### src/rtl/mips_ascii_pkg.sv
// ============================================================================
//  Module   : mips_ascii_pkg
//  Brief    : Shared types, ASCII constants and register numbers for the
//             MIPS ABI register-name parser. Optional REG_NUMERIC_ALIAS_EN
//             adds the S_THIRD state for two-digit "$nn" aliases.
//  Revision : 1.0 - initial release
// ============================================================================
`default_nettype none

package mips_ascii_pkg;

    typedef logic [4:0] regaddr_t;

`ifdef REG_NUMERIC_ALIAS_EN
    typedef enum logic [2:0] {
        S_FIRST  = 3'd0,
        S_SECOND = 3'd1,
        S_DRAIN  = 3'd2,
        S_OUT    = 3'd3,
        S_THIRD  = 3'd4
    } parse_state_t;
`else
    typedef enum logic [2:0] {
        S_FIRST  = 3'd0,
        S_SECOND = 3'd1,
        S_DRAIN  = 3'd2,
        S_OUT    = 3'd3
    } parse_state_t;
`endif

    localparam logic [7:0] CH_DOLLAR = 8'h24;
    localparam logic [7:0] CH_0      = 8'h30;
    localparam logic [7:0] CH_1      = 8'h31;
    localparam logic [7:0] CH_3      = 8'h33;
    localparam logic [7:0] CH_7      = 8'h37;
    localparam logic [7:0] CH_8      = 8'h38;
    localparam logic [7:0] CH_9      = 8'h39;
    localparam logic [7:0] CH_A      = 8'h61;
    localparam logic [7:0] CH_F      = 8'h66;
    localparam logic [7:0] CH_G      = 8'h67;
    localparam logic [7:0] CH_K      = 8'h6B;
    localparam logic [7:0] CH_P      = 8'h70;
    localparam logic [7:0] CH_R      = 8'h72;
    localparam logic [7:0] CH_S      = 8'h73;
    localparam logic [7:0] CH_T      = 8'h74;
    localparam logic [7:0] CH_V      = 8'h76;

    localparam regaddr_t REG_ZERO = 5'd0;
    localparam regaddr_t REG_AT   = 5'd1;
    localparam regaddr_t REG_V0   = 5'd2;
    localparam regaddr_t REG_A0   = 5'd4;
    localparam regaddr_t REG_T0   = 5'd8;
    localparam regaddr_t REG_S0   = 5'd16;
    localparam regaddr_t REG_T8   = 5'd24;
    localparam regaddr_t REG_K0   = 5'd26;
    localparam regaddr_t REG_GP   = 5'd28;
    localparam regaddr_t REG_SP   = 5'd29;
    localparam regaddr_t REG_FP   = 5'd30;
    localparam regaddr_t REG_RA   = 5'd31;

    function automatic logic is_digit(input logic [7:0] ch);
        return (ch >= CH_0) && (ch <= CH_9);
    endfunction

    function automatic logic is_prefix(input logic [7:0] ch);
        logic r;
        case (ch)
            CH_DOLLAR, CH_A, CH_V, CH_T, CH_S, CH_K, CH_G, CH_F, CH_R: r = 1'b1;
            default:                                                  r = 1'b0;
        endcase
        return r;
    endfunction

endpackage

`default_nettype wire

### src/rtl/reg_suffix_decode.sv
// ============================================================================
//  Module   : reg_suffix_decode
//  Brief    : Combinational lookup of a {prefix, second char} pair to a
//             canonical MIPS ABI register number.
//  Revision : 1.0 - initial release
// ============================================================================
`default_nettype none

module reg_suffix_decode
    import mips_ascii_pkg::*;
(
    input  logic [7:0] prefix,
    input  logic [7:0] ch,
    output logic       hit,
    output regaddr_t   regaddr
);

    always_comb begin
        hit     = 1'b0;
        regaddr = REG_ZERO;
        case (prefix)
            CH_DOLLAR: begin
                if (ch == CH_0) begin
                    hit     = 1'b1;
                    regaddr = REG_ZERO;
                end
            end
            CH_A: begin
                if (ch == CH_T) begin
                    hit     = 1'b1;
                    regaddr = REG_AT;
                end else if (ch >= CH_0 && ch <= CH_3) begin
                    hit     = 1'b1;
                    regaddr = REG_A0 + {3'b000, ch[1:0]};
                end
            end
            CH_V: begin
                if (ch == CH_0 || ch == CH_1) begin
                    hit     = 1'b1;
                    regaddr = REG_V0 + {4'b0000, ch[0]};
                end
            end
            // t0-t7 and t8-t9 are not contiguous in the register file
            CH_T: begin
                if (ch >= CH_0 && ch <= CH_7) begin
                    hit     = 1'b1;
                    regaddr = REG_T0 + {2'b00, ch[2:0]};
                end else if (ch == CH_8 || ch == CH_9) begin
                    hit     = 1'b1;
                    regaddr = REG_T8 + {4'b0000, ch[0]};
                end
            end
            CH_S: begin
                if (ch >= CH_0 && ch <= CH_7) begin
                    hit     = 1'b1;
                    regaddr = REG_S0 + {2'b00, ch[2:0]};
                end else if (ch == CH_P) begin
                    hit     = 1'b1;
                    regaddr = REG_SP;
                end
            end
            CH_K: begin
                if (ch == CH_0 || ch == CH_1) begin
                    hit     = 1'b1;
                    regaddr = REG_K0 + {4'b0000, ch[0]};
                end
            end
            CH_G: begin
                if (ch == CH_P) begin
                    hit     = 1'b1;
                    regaddr = REG_GP;
                end
            end
            CH_F: begin
                if (ch == CH_P) begin
                    hit     = 1'b1;
                    regaddr = REG_FP;
                end
            end
            CH_R: begin
                if (ch == CH_A) begin
                    hit     = 1'b1;
                    regaddr = REG_RA;
                end
            end
            default: ;
        endcase
    end

endmodule

`default_nettype wire

### src/rtl/reg_name_parser.sv
// ============================================================================
//  Module   : reg_name_parser
//  Brief    : Streams a lowercase MIPS ABI register name one char per
//             handshake and returns its number or an error per token.
//             Define REG_NUMERIC_ALIAS_EN to also accept "$0".."$31".
//  Revision : 1.0 - initial release
// ============================================================================
`default_nettype none

module reg_name_parser
    import mips_ascii_pkg::*;
#(
    parameter regaddr_t ERR_ADDR = 5'd0,
    parameter int       CNT_W    = 16
) (
    input  logic             clk,
    input  logic             rst,
    input  logic             in_valid,
    output logic             in_ready,
    input  logic [7:0]       in_char,
    input  logic             in_last,
    output logic             out_valid,
    input  logic             out_ready,
    output regaddr_t         out_regaddr,
    output logic             out_err,
    output logic [CNT_W-1:0] err_cnt
);

    parse_state_t     r_state;
    parse_state_t     w_state_nxt;
    logic [7:0]       r_prefix;
    regaddr_t         r_regaddr;
    logic             r_err;
    logic [CNT_W-1:0] r_err_cnt;

    logic             w_acc;
    logic             w_hit;
    regaddr_t         w_dec_addr;
    logic             w_load;
    logic             w_res_err;
    regaddr_t         w_res_addr;
    logic             w_prefix_load;
`ifdef REG_NUMERIC_ALIAS_EN
    logic [3:0]       r_digit;
    logic             w_digit_load;
    logic [6:0]       w_num;

    assign w_num = ({3'b000, r_digit} * 7'd10) + {3'b000, in_char[3:0]};
`endif

    assign in_ready    = (r_state != S_OUT);
    assign w_acc       = in_valid & in_ready;
    assign out_valid   = (r_state == S_OUT);
    assign out_regaddr = r_regaddr;
    assign out_err     = r_err;
    assign err_cnt     = r_err_cnt;

    reg_suffix_decode u_suffix_decode (
        .prefix  (r_prefix),
        .ch      (in_char),
        .hit     (w_hit),
        .regaddr (w_dec_addr)
    );

    always_comb begin
        w_state_nxt   = r_state;
        w_load        = 1'b0;
        w_res_err     = 1'b0;
        w_res_addr    = REG_ZERO;
        w_prefix_load = 1'b0;
`ifdef REG_NUMERIC_ALIAS_EN
        w_digit_load  = 1'b0;
`endif
        case (r_state)
            S_FIRST: begin
                if (w_acc) begin
                    if (in_last) begin
                        w_load      = 1'b1;
                        w_res_err   = 1'b1;
                        w_state_nxt = S_OUT;
                    end else if (is_prefix(in_char)) begin
                        w_prefix_load = 1'b1;
                        w_state_nxt   = S_SECOND;
                    end else begin
                        w_state_nxt = S_DRAIN;
                    end
                end
            end
            S_SECOND: begin
                if (w_acc) begin
`ifdef REG_NUMERIC_ALIAS_EN
                    // "$1".."$9" and the first digit of "$10".."$31"; "$0" falls through to the table
                    if (r_prefix == CH_DOLLAR && is_digit(in_char) && in_char != CH_0) begin
                        if (in_last) begin
                            w_load      = 1'b1;
                            w_res_addr  = {1'b0, in_char[3:0]};
                            w_state_nxt = S_OUT;
                        end else begin
                            w_digit_load = 1'b1;
                            w_state_nxt  = S_THIRD;
                        end
                    end else
`endif
                    if (in_last) begin
                        w_load      = 1'b1;
                        w_res_err   = !w_hit;
                        w_res_addr  = w_dec_addr;
                        w_state_nxt = S_OUT;
                    end else begin
                        w_state_nxt = S_DRAIN;
                    end
                end
            end
`ifdef REG_NUMERIC_ALIAS_EN
            S_THIRD: begin
                if (w_acc) begin
                    if (in_last) begin
                        w_load      = 1'b1;
                        w_res_err   = !(is_digit(in_char) && (w_num <= 7'd31));
                        w_res_addr  = w_num[4:0];
                        w_state_nxt = S_OUT;
                    end else begin
                        w_state_nxt = S_DRAIN;
                    end
                end
            end
`endif
            S_DRAIN: begin
                if (w_acc && in_last) begin
                    w_load      = 1'b1;
                    w_res_err   = 1'b1;
                    w_state_nxt = S_OUT;
                end
            end
            S_OUT: begin
                if (out_ready) begin
                    w_state_nxt = S_FIRST;
                end
            end
            default: w_state_nxt = S_FIRST;
        endcase
    end

    always_ff @(posedge clk or posedge rst) begin
        if (rst) begin
            r_state   <= S_FIRST;
            r_prefix  <= 8'h00;
            r_regaddr <= REG_ZERO;
            r_err     <= 1'b0;
            r_err_cnt <= '0;
`ifdef REG_NUMERIC_ALIAS_EN
            r_digit   <= 4'd0;
`endif
        end else begin
            r_state <= w_state_nxt;
            if (w_prefix_load) begin
                r_prefix <= in_char;
            end
`ifdef REG_NUMERIC_ALIAS_EN
            if (w_digit_load) begin
                r_digit <= in_char[3:0];
            end
`endif
            if (w_load) begin
                r_err     <= w_res_err;
                r_regaddr <= w_res_err ? ERR_ADDR : w_res_addr;
                if (w_res_err && !(&r_err_cnt)) begin
                    r_err_cnt <= r_err_cnt + {{(CNT_W-1){1'b0}}, 1'b1};
                end
            end
        end
    end

endmodule

`default_nettype wire

### config.mk
export PLATFORM = sky130hd
export DESIGN_NAME = reg_name_parser
export DESIGN_NICKNAME = d
export VERILOG_FILES = /design/src/rtl/mips_ascii_pkg.sv /design/src/rtl/reg_suffix_decode.sv /design/src/rtl/reg_name_parser.sv
export SDC_FILE = /design/constraint.sdc
export NUM_CORES = 1
export LEC_CHECK = 0
export ABC_AREA = 1
export ABC_CLOCK_PERIOD_IN_PS = 1760
export CAP_MARGIN = 20
export CORE_UTILIZATION = 50
export CTS_BUF_LIST = sky130_fd_sc_hd__clkbuf_4
export CTS_CLUSTER_SIZE = 8
export DETAILED_ROUTE_END_ITERATION = 12
export GPL_ROUTABILITY_DRIVEN = 0
export HOLD_SLACK_MARGIN = 0.03
export PLACE_DENSITY = 0.75
export SYNTH_ARGS = -nofsm -noshare
export SYNTH_HDL_FRONTEND = slang
export SYNTH_SLANG_ARGS = --single-unit
### constraint.sdc
create_clock -name clk -period 1.76 [get_ports clk]
set_input_delay 0.352 -clock clk [delete_from_list [all_inputs] [get_ports clk]]
set_output_delay 0.352 -clock clk [all_outputs]
set_load 0.1 [all_outputs]
; ---- Yosys cells after proc, flatten, opt, wreduce, memory -nomap -nowiden
; Cells that the tools add are included.
[totals]
register_bits = 33
word_cells = 112
out_inout_bits = 24
[op_classes]
n_reduce_logical = 16
n_bitwise = 1
order_cmp = 3
eq_ne = 31
n_addsub = 7
muxes = 49
[op_table]
columns = operator, count
row1 = "== test 8 x 7 -> 1 bit, second input constant", 17
row2 = 2-to-1 mux 5 bit, 15
row3 = "== test 8 x 6 -> 1 bit, second input constant", 6
row4 = one-hot mux 5 bit (8 select lines), 1
row5 = 2-to-1 mux 1 bit, 23
row6 = "adder 16 x 1 -> 16 bit, second input constant", 1
row7 = "less-or-equal comparator 8 x 6 -> 1 bit, second input constant", 2
row8 = AND reduction 16 bit, 1
row9 = 2-to-1 mux 3 bit, 4
row10 = one-hot mux 3 bit (4 select lines), 1
row11 = "adder 4 x 2 -> 5 bit, first input constant", 2
row12 = OR reduction 9 bit, 1
row13 = "greater-or-equal comparator 8 x 6 -> 1 bit, second input constant", 1
row14 = one-hot mux 1 bit (7 select lines), 1
row15 = "== test 3 x 2 -> 1 bit, second input constant", 2
row16 = "!= test 2 bit, second input constant", 3
row17 = OR reduction 2 bit, 3
row18 = "adder 4 x 3 -> 5 bit, first input constant", 1
row19 = "adder 5 x 3 -> 5 bit, first input constant", 1
row20 = "adder 3 x 2 -> 4 bit, first input constant", 1
row21 = logical AND 1 bit, 4
row22 = 2-to-1 mux 2 bit, 2
row23 = AND reduction 4 bit, 1
row24 = "adder 2 x 1 -> 3 bit, first input constant", 1
row25 = other kinds (10), 12

; ---- Longest topological paths before layout
; Gate-level depths: netlist of run 1.
[depth]
ltp_word = 11
depth_mapped = 13
depth_no_buf = 12

; ---- Modules after synthesis
; From an unflattened synthesis of run 1, not the netlist that was laid out.
[hier_totals]
cells_unflattened = 329
area_unflattened_um2 = 2270.9
[modules_own_cells]
columns = module, cells_each, area_per_inst_um2, n_inst, seq_area_each_um2
row1 = reg_name_parser, 215, 1755.4, 1, 800.8
row2 = reg_suffix_decode, 114, 515.5, 1, 0.0

; ---- Least setup slack after synthesis of run 1
; Ideal clock, no wire load.
[synth_timing]
kind = reg2reg
from = register r_state[0]
to = register r_state[0]
path_slack_ns = -1.183
t_required_ns = 1.642
t_arrival_ns = 2.825
path_stages_with_launch = 10
path_buffers = 1
cell_sequence = dfrtp_1 ha_1 inv_1 nand2_1 nor2_1 buf_2 a21oi_1 nor2_1 nand2_1 nand2_1
[synth_via]
elab_cells_between_ends = 13
classes_between = 8 x eq/ne / 1 x mux / 1 x bitwise / 3 x reduce/logical
[synth_lines]
columns = item, line
row1 = from (decl), reg_name_parser.sv:29  ; parse_state_t r_state;
row2 = from (signal assigned), reg_name_parser.sv:155  ; r_state <= w_state_nxt;
row3 = == test 3 x 2 -> 1 bit *, -
row4 = named net out_valid, reg_name_parser.sv:22  ; output logic out_valid,
row5 = != test 2 x 1 -> 1 bit (no line), -
row6 = AND reduction 4 bit (no line), -
; Mark *: on every way through the listed nets, which the timed path passes. The rest lies on a longest branch.
; A chain may end at the register's enable or synchronous reset.

; ---- Worst setup path in the final report of run 1
[layout_timing]
from = register r_prefix[2]
to = register r_err_cnt[3] (netlist: err_cnt[3])
[layout_via]
elab_chain_cells = 9
elab_cells_between_ends = 18
classes_between = 9 x eq/ne / 4 x mux / 5 x reduce/logical
[layout_lines]
columns = item, line
row1 = from (decl), reg_name_parser.sv:31  ; logic [7:0] r_prefix;
row2 = from (signal assigned), reg_name_parser.sv:157  ; r_prefix <= in_char;
row3 = == test 8 x 7 -> 1 bit, reg_suffix_decode.sv:21  ; case (prefix)
row4 = OR reduction 2 bit (no line), -
row5 = one-hot mux 1 bit (7 select lines) *, reg_suffix_decode.sv:21
row6 = zero test 1 bit *, reg_name_parser.sv:106  ; w_res_err = !w_hit;
row7 = 2-to-1 mux 1 bit *, reg_name_parser.sv:104  ; if (in_last) begin
row8 = 2-to-1 mux 1 bit *, reg_name_parser.sv:90  ; if (w_acc) begin
row9 = one-hot mux 1 bit (3 select lines) *, reg_name_parser.sv:74  ; case (r_state)
row10 = logical AND 1 bit *, reg_name_parser.sv:167  ; if (w_res_err && !(&r_err_cnt)) begin
row11 = AND reduction 2 bit (no line) *, -
row12 = to (signal assigned), reg_name_parser.sv:168  ; r_err_cnt <= r_err_cnt + {{(CNT_W-1){1'b0}}, 1'b1};
row13 = to (decl), reg_name_parser.sv:34  ; logic [CNT_W-1:0] r_err_cnt;
; Every way passes the cells marked *; elsewhere a longest branch is shown, timed or not.

==> results by group, run 1 <==
Synth
  • FF+latch count, synth: 32
  • Synth Cell Area: 2340 µm²
  • Synthesis warning total: 0
  • EDFF count, synth: 0
  • Leading area contributor after synthesis: dfrtp_1
  • Mean cell area of the mapped netlist: 6.69 µm²
  • Mapped Nets: 368
  • Synth top area cells: dfrtp_1 34%, nand2_1 18%, inv_1 6.7%
  • Async S/R FF share, synth: 1.00
  • Mapped Cells: 350
  • Area share of the largest cell type after synthesis: 0.342
  • Netlist cell types: 26
  • Sequential share of the synthesized area: 0.342
  • Most frequent cells after synthesis: 112 x nand2_1, 42 x inv_1, 42 x nor2_1
  • Ys flop type: dfrtp_1
  • Top-count cell post-synth: nand2_1

Layout
  • Fraction of layout cells with a size suffix above 1: 0.342
  • ANT cells: 0
  • Final #Nets: 444
  • Core Util, Final: 0.804
  • Post-Layout Cell Count: 479
  • Area Overhead vs Synth: 51.4%

Global route
  • Vias in the first global route: 2,309
  • Congestion Overflow GR: 0
  • Largest net degree at the start of global routing: 33
  • Global-route wire length before repair: 10,400 µm
  • Initial antenna violation count: 0
  • GRT Overall Usage: 0.259

Timing
  • RSZ-0062 raised after global routing: true
  • Max Clock Freq: 0.559 GHz
  • Final critical-path share of the clock period: 1.02
  • Normalized max-slew margin: 0.719
  • Slew Limit Fails: 0
  • Tmin final: 1.79 ns
  • Worst setup margin: -0.0277 ns
  • Final setup viols: 10
  • Worst-margin pin slew: 0.421 ns
  • Final Skew: 0.0103 ns
  • Fin. Hold Viols: 0

Worst setup path
  • Crit-path most repeated cell: nand2_1
  • Worst setup SP type: register
  • CP peak stage delay: 0.45 ns
  • Critical path class: register to register
  • Flop2flop setup slack: -0.03 ns
  • Worst Path Buf+Inv: 2
  • CP Capture Type: register
  • Crit Path Max Fanout: 6
  • CP max stage cell: dfrtp_2
  • CP Cell Sequence: nor2_4 > inv_1 > nor2_2 > nand2_1 > a21oi_2 > nor2_1 > nand3_2 > nand2_4 > clkbuf_16 > nand4_1 > nand2_1
  • Arr. time, crit path: 2.03 ns
  • Worst path top cell family by delay: simple AND/OR/NAND/NOR gates
  • CP required: 2.00 ns

Power
  • Worst vdd ir: 0.879 mV
  • Pwr/cell area: 1040 nW/µm²
  • Leakage Power: 1.69 nW

Status
  • Violated checks: negative setup slack
  • Status: finished, violations left

Die
  • Overall die height: 70.4 µm
  • Core ar.: 4410 µm²
  • Die width: 70.4 µm
  • Die area: 4960 µm²
  • Std cell rows: 24
  • Ports: 37
  • Initial Util: 0.531

Drt
  • DR iter-0 viols: 237
  • Drt total wl: 6780 µm
  • TritonRoute pass-1 iters: 5
  • WL per Instance: 14.2 µm
  • Vias/cell: 5.52
  • Vias: 2,642
  • Post-route DRC: 0
  • Antenna viol nets, final: 0

Placed design
  • DP HPWL: 4480 µm
  • Dpl cells: 459
  • I/O Buffers: 36

Clock tree
  • Clock transition at the registers of the reported paths: 0.11 ns
  • CTS Buf Count: 5
  • H-tree depth: 2
  • # clock sinks: 32
  • Maximum root-to-sink buffer count: 2
  • Root buffer cell: clkbuf_4
  • Worst-skew pair later-pin latency: 0.35 ns
  • CTS tree: yes
  • Hold buffer count at CTS: 0

Hold path
  • Worst Hold Class: input pin to asynchronous set/reset pin

Run
  • Max-Cap Viols: 0
-- cell families (layout without fill, tap and decap cells) --
group | Yosys count | after routing | share of synthesized area
AO/OA/AOI/OAI | 26 | 26 | 0.0625
flip-flops | 32 | 32 | 0.342
AND/OR/NAND/NOR | 222 | 223 | 0.429
adder cells (fa/ha/maj) | 5 | 5 | 0.0267
buffers and inverters | 51 | 127 | 0.0876
XOR/XNOR | 14 | 14 | 0.0523
-- flip-flops by register name, indices dropped and copies added (netlist names) --
signal and flops:
r_state 2, out_err 1, r_prefix 8, err_cnt 16, out_regaddr 5
-- final cells by class --
type	instances	area, µm²
Tap cell	52	65.1
Timing Repair Buffer	74	928
Multi-Input combinational cell	268	1500
Inverter	45	173
Fill cell	291	867
Sequential cell	32	826
Clock inverter	1	5.00
Clock buffer	7	52.6
-- layout by cell type (no fill, tap or decap), types with 2 or more instances in the layout --
cell and instances:
nand2_1 101, inv_1 37, buf_4 35, nor2_1 30
buf_12 25, nand4_1 22, dfrtp_1 16, nand2_2 15
nand3_1 14, dfrtp_2 14, nor2_2 13, o21ai_1 11
xor2_1 10, nor2_4 9, nor3_1 8, inv_2 7
clkbuf_4 7, a21oi_1 6, dlymetal6s2s_1 5, o21ai_0 4
nand2_4 4, xnor2_1 4, clkdlybuf4s50_1 4, a21oi_2 3
ha_1 3, dlygate4sd2_1 3, nand3_2 2, nand3_4 2
dfrtp_4 2
-- where the power goes --
group          leakage (nW)  switching (mW)  internal (mW)
registers             0.405           0.146          0.860
logic                  1.25            1.36          0.865
clock network        0.0361           0.269          0.186
-- metrics by stage --
| step | power [mW] | TNS (ns) | instance area [µm²] | setup WS (ns) | hold slack, ns |
|---|---|---|---|---|---|
| detailed placement | 2.97 | -10.32 | 3230 | -0.378 | 0.504 |
| CTS | 3.45 | 0 | 3330 | 0.00579 | 0.407 |
| floorplan | 2.27 | -11.14 | 2400 | -0.414 | 0.468 |
| global route | 3.88 | -2.23 | 3550 | -0.134 | 0.436 |
| finish | 3.68 | -0.112 | 3550 | -0.0277 | 0.381 |
| global placement | 2.93 | -9.31 | 3230 | -0.322 | 0.487 |
-- metal layers --
metal | routed length [µm] | vias to the layer above | GRT usage
li1 | - | 1269 | -
met1 | 2870 | 1214 | 0.350
met2 | 3240 | 137 | 0.418
met3 | 505 | 22 | 0.0433
met4 | 175 | 0 | 0.0911
met5 | 0 | - | 0
-- worst paths after layout --
kind,startpoint,end,depth (start not counted)
setup / recovery,r_prefix[2],err_cnt[3],11
hold / removal,rst,err_cnt[4],3
setup reg to reg,r_prefix[2],err_cnt[3],11
hold reg to reg,err_cnt[8],err_cnt[8],2
max in group asynchronous,rst,err_cnt[0],3
min in group clk,in_char[0],out_regaddr[0],3
-- worst register-to-register path: stages, from the launching register on --
cell and delay [ns]:
dfrtp_2 0.45, nor2_4 0.18, inv_1 0.07, nor2_2 0.09, nand2_1 0.10, a21oi_2 0.18
nor2_1 0.07, nand3_2 0.10, nand2_4 0.12, clkbuf_16 0.19, nand4_1 0.06, nand2_1 0.06
-- what timing repair did --
action                                  in CTS  in global routing
buffers inserted                             1                  9
cloned                                       1                  1
endpoints found under the setup margin      22                 30
resized for setup                           12                 41
pin swaps                                    3                 25
Power figures use the tool's default switching activity.
==> run 2: changes to the inputs <==
- SYNTH_HIERARCHICAL: not set -> 1
==> results by group, run 2 <==
Timing
  • Final setup viols: 22
  • Worst setup margin: -0.396 ns
  • Worst-margin pin slew: 0.407 ns
  • Hold_ws: 0.274 ns
  • Fin. Hold Viols: 0
  • Max Clock Freq: 0.464 GHz
  • Final Skew: 0.0169 ns
  • RSZ-0062 raised after global routing: true
  • Slew Limit Fails: 0
  • Normalized max-slew margin: 0.729
  • Final critical-path share of the clock period: 1.22
  • Tmin final: 2.16 ns

Power
  • Sequential share of power: 0.265
  • Combinational power share: 0.589
  • Net Sw Frac: 0.473
  • Net switching power: 1.89 mW
  • Worst vdd ir: 1.48 mV
  • Clock power share: 0.146
  • Leakage Power: 1.98 nW
  • Internal Pwr Total: 2.11 mW
  • Pwr/cell area: 1080 nW/µm²

Worst setup path
  • Crit Path Max Fanout: 7
  • CP Cell Sequence: inv_2 > nand2_2 > nor2_2 > nand2_2 > nand2_1 > nand2_1 > nand2_1 > nand2_1 > nor2_1 > nand2_1 > inv_1 > nand2_2 > a31oi_4 > nand2_4 > buf_6 > nor3_4 > xor2_1
  • Arr. time, crit path: 2.43 ns
  • CP required: 2.03 ns
  • Crit-path most repeated cell: nand2_1
  • CP max stage cell: dfrtp_1
  • CP peak stage delay: 0.40 ns
  • Worst setup SP type: register
  • CP Capture Type: register
  • Critical path class: register to register

Layout
  • Register area: 826 µm²
  • Final #Nets: 452
  • Commonest cells after routing, fill and taps aside: 92 x nand2_1, 58 x buf_4, 48 x inv_1, 41 x nor2_1, 26 x buf_12
  • Fraction of layout cells with a size suffix above 1: 0.379
  • Commonest non-fill, non-tap cell in the layout: nand2_1
  • Largest register FFs: 16
  • Post-Layout Cell Count: 487
  • Fillers: 234
  • Design area: 3690 µm²
  • Area Overhead vs Synth: 62.7%
  • ANT cells: 0
  • Multi-input logic area: 1420 µm²

Drt
  • Antenna viol nets, final: 0
  • TritonRoute pass-1 iters: 6
  • Post-route DRC: 0
  • WL per Instance: 15.2 µm
  • Vias: 2,609
  • Vias/cell: 5.36
  • Drt total wl: 7410 µm
  • DR iter-0 viols: 254

Status
  • Status: finished, violations left
  • Violated checks: negative setup slack

Global route
  • Global-route wire length before repair: 10,800 µm
  • Largest net degree at the start of global routing: 25
  • GRT Overall Usage: 0.281
  • Vias in the first global route: 2,394
  • Initial antenna violation count: 0
  • Congestion Overflow GR: 0

Clock tree
  • CTS tree: yes
  • Worst-skew pair later-pin latency: 0.37 ns
  • H-tree depth: 2
  • Root buffer cell: clkbuf_4
  • Clock transition at the registers of the reported paths: 0.10 ns
  • Hold buffer count at CTS: 0
  • CTS Buf Count: 5
  • # clock sinks: 32
  • Maximum root-to-sink buffer count: 2

Die
  • Overall die height: 69.4 µm
  • Core ar.: 4350 µm²
  • Std cell rows: 24
  • Initial Util: 0.522
  • Ports: 37
  • Die width: 69.4 µm
  • Die area: 4820 µm²

Placed design
  • Dpl cells: 468
  • Cell Area, Placed: 3390 µm²
  • I/O Buffers: 36
  • DP HPWL: 4630 µm

Synth
  • FF+latch count, synth: 32
  • Synth top area cells: dfrtp_1 35%, nand2_1 16%, inv_1 8.4%
  • Async S/R FF share, synth: 1.00
  • Top-count cell post-synth: nand2_1
  • Leading area contributor after synthesis: dfrtp_1
  • Mapped Nets: 347
  • Synthesis warning total: 6
  • Synth Cell Area: 2270 µm²
  • EDFF count, synth: 0
  • Mean cell area of the mapped netlist: 6.90 µm²
  • Most frequent cells after synthesis: 99 x nand2_1, 51 x inv_1, 48 x nor2_1
  • Mapped Cells: 329
  • Netlist cell types: 26
  • Ys flop type: dfrtp_1
  • Sequential share of the synthesized area: 0.353
  • Area share of the largest cell type after synthesis: 0.353

Hold path
  • Worst Hold Class: input pin to asynchronous set/reset pin

Run
  • Max-Cap Viols: 0
[run 2: cell types whose count changed in the layout (fill, tap and decap cells not counted), moves of 6 or more]
cell     change
nor2_1      +11
buf_4       +23
inv_1       +11
nand3_1     +11
o21ai_2      +6
nand4_1     -13
nor3_1       -7
nand2_1      -9
o21ai_1     -11
[run 2: repair_timing]
action                     CTS  global route
setup buffers                5             7
setup endpoints to repair   31            32
gates resized for setup     32            26
pin swaps                    4             6
[run 2: kinds of logic after synthesis]
| logic type | after synthesis | synth area share |
|---|---|---|
| adder cells (fa/ha/maj) | 5 | 0.0275 |
| AND/OR/NAND/NOR | 209 | 0.426 |
| flip-flops | 32 | 0.353 |
| AO/OA/AOI/OAI | 15 | 0.0419 |
| XOR/XNOR | 14 | 0.0540 |
| multiplexers | 1 | 0.00661 |
| buffers and inverters | 53 | 0.0909 |
[run 2: power by group through the flow]
| stage | combinational, mW | sequential, mW | clock [mW] |
|---|---|---|---|
| after floorplan | 0.800 | 1.52 | 0 |
| after detailed placement | 2.08 | 1.06 | 0 |
| after global routing | 2.49 | 1.08 | 0.620 |
| after global placement | 2.04 | 1.05 | 0 |
| after CTS | 2.17 | 1.05 | 0.551 |
| final | 2.36 | 1.06 | 0.582 |
[run 2: cell type report]
| class | count | share of cell area |
|---|---|---|
| multi-input cells | 244 | 0.385 |
| repair buffers | 99 | 0.299 |
| flip-flops and latches | 32 | 0.224 |
| inverters | 52 | 0.0549 |
| well taps | 52 | 0.0176 |
| clock buffers | 5 | 0.0102 |
| clock inverters | 3 | 0.0102 |
[run 2: worst paths after layout]
kind | start | to | slack (ns) | cells after the start
max | r_prefix[2] | err_cnt[11] | -0.40 | 17
min reg2reg | err_cnt[7] | err_cnt[7] | 0.52 | 1
min in group clk | err_cnt[7] | err_cnt[7] | 0.52 | 1
max reg2reg | r_prefix[2] | err_cnt[11] | -0.40 | 17
max in group asynchronous | rst | err_cnt[12] | 1.01 | 3
min | rst | r_prefix[6] | 0.27 | 2
[run 2: metal layers]
metal  wire, µm  track usage  vias up
met4        292        0.143        0
met5          0       0.0111        -
met3        473       0.0494       32
met2       3690        0.454      139
met1       2950        0.359     1206
li1           -            -     1232
[run 2: worst max-delay path: cells and delay by family (launching register included)]
kind / cells / cell delay (ns)
xor gates and xnor gates: 1 / 0.19
buffers and inverters: 3 / 0.32
and+or+nand+nor: 12 / 0.98
DFF: 1 / 0.40
AOI/OAI and AO/OA: 1 / 0.18
[run 2: stage by stage]
stage,setup TNS (ns),worst slack (ns),utilization,total power [mW]
floorplan,-2.28,-0.232,-,2.32
finish,-6.99,-0.396,0.849,4.00
detailed placement,-18.81,-0.827,0.778,3.13
global placement,-17.09,-0.772,0.778,3.09
global route,-11.20,-0.613,0.849,4.18
CTS,-5.12,-0.346,0.816,3.77
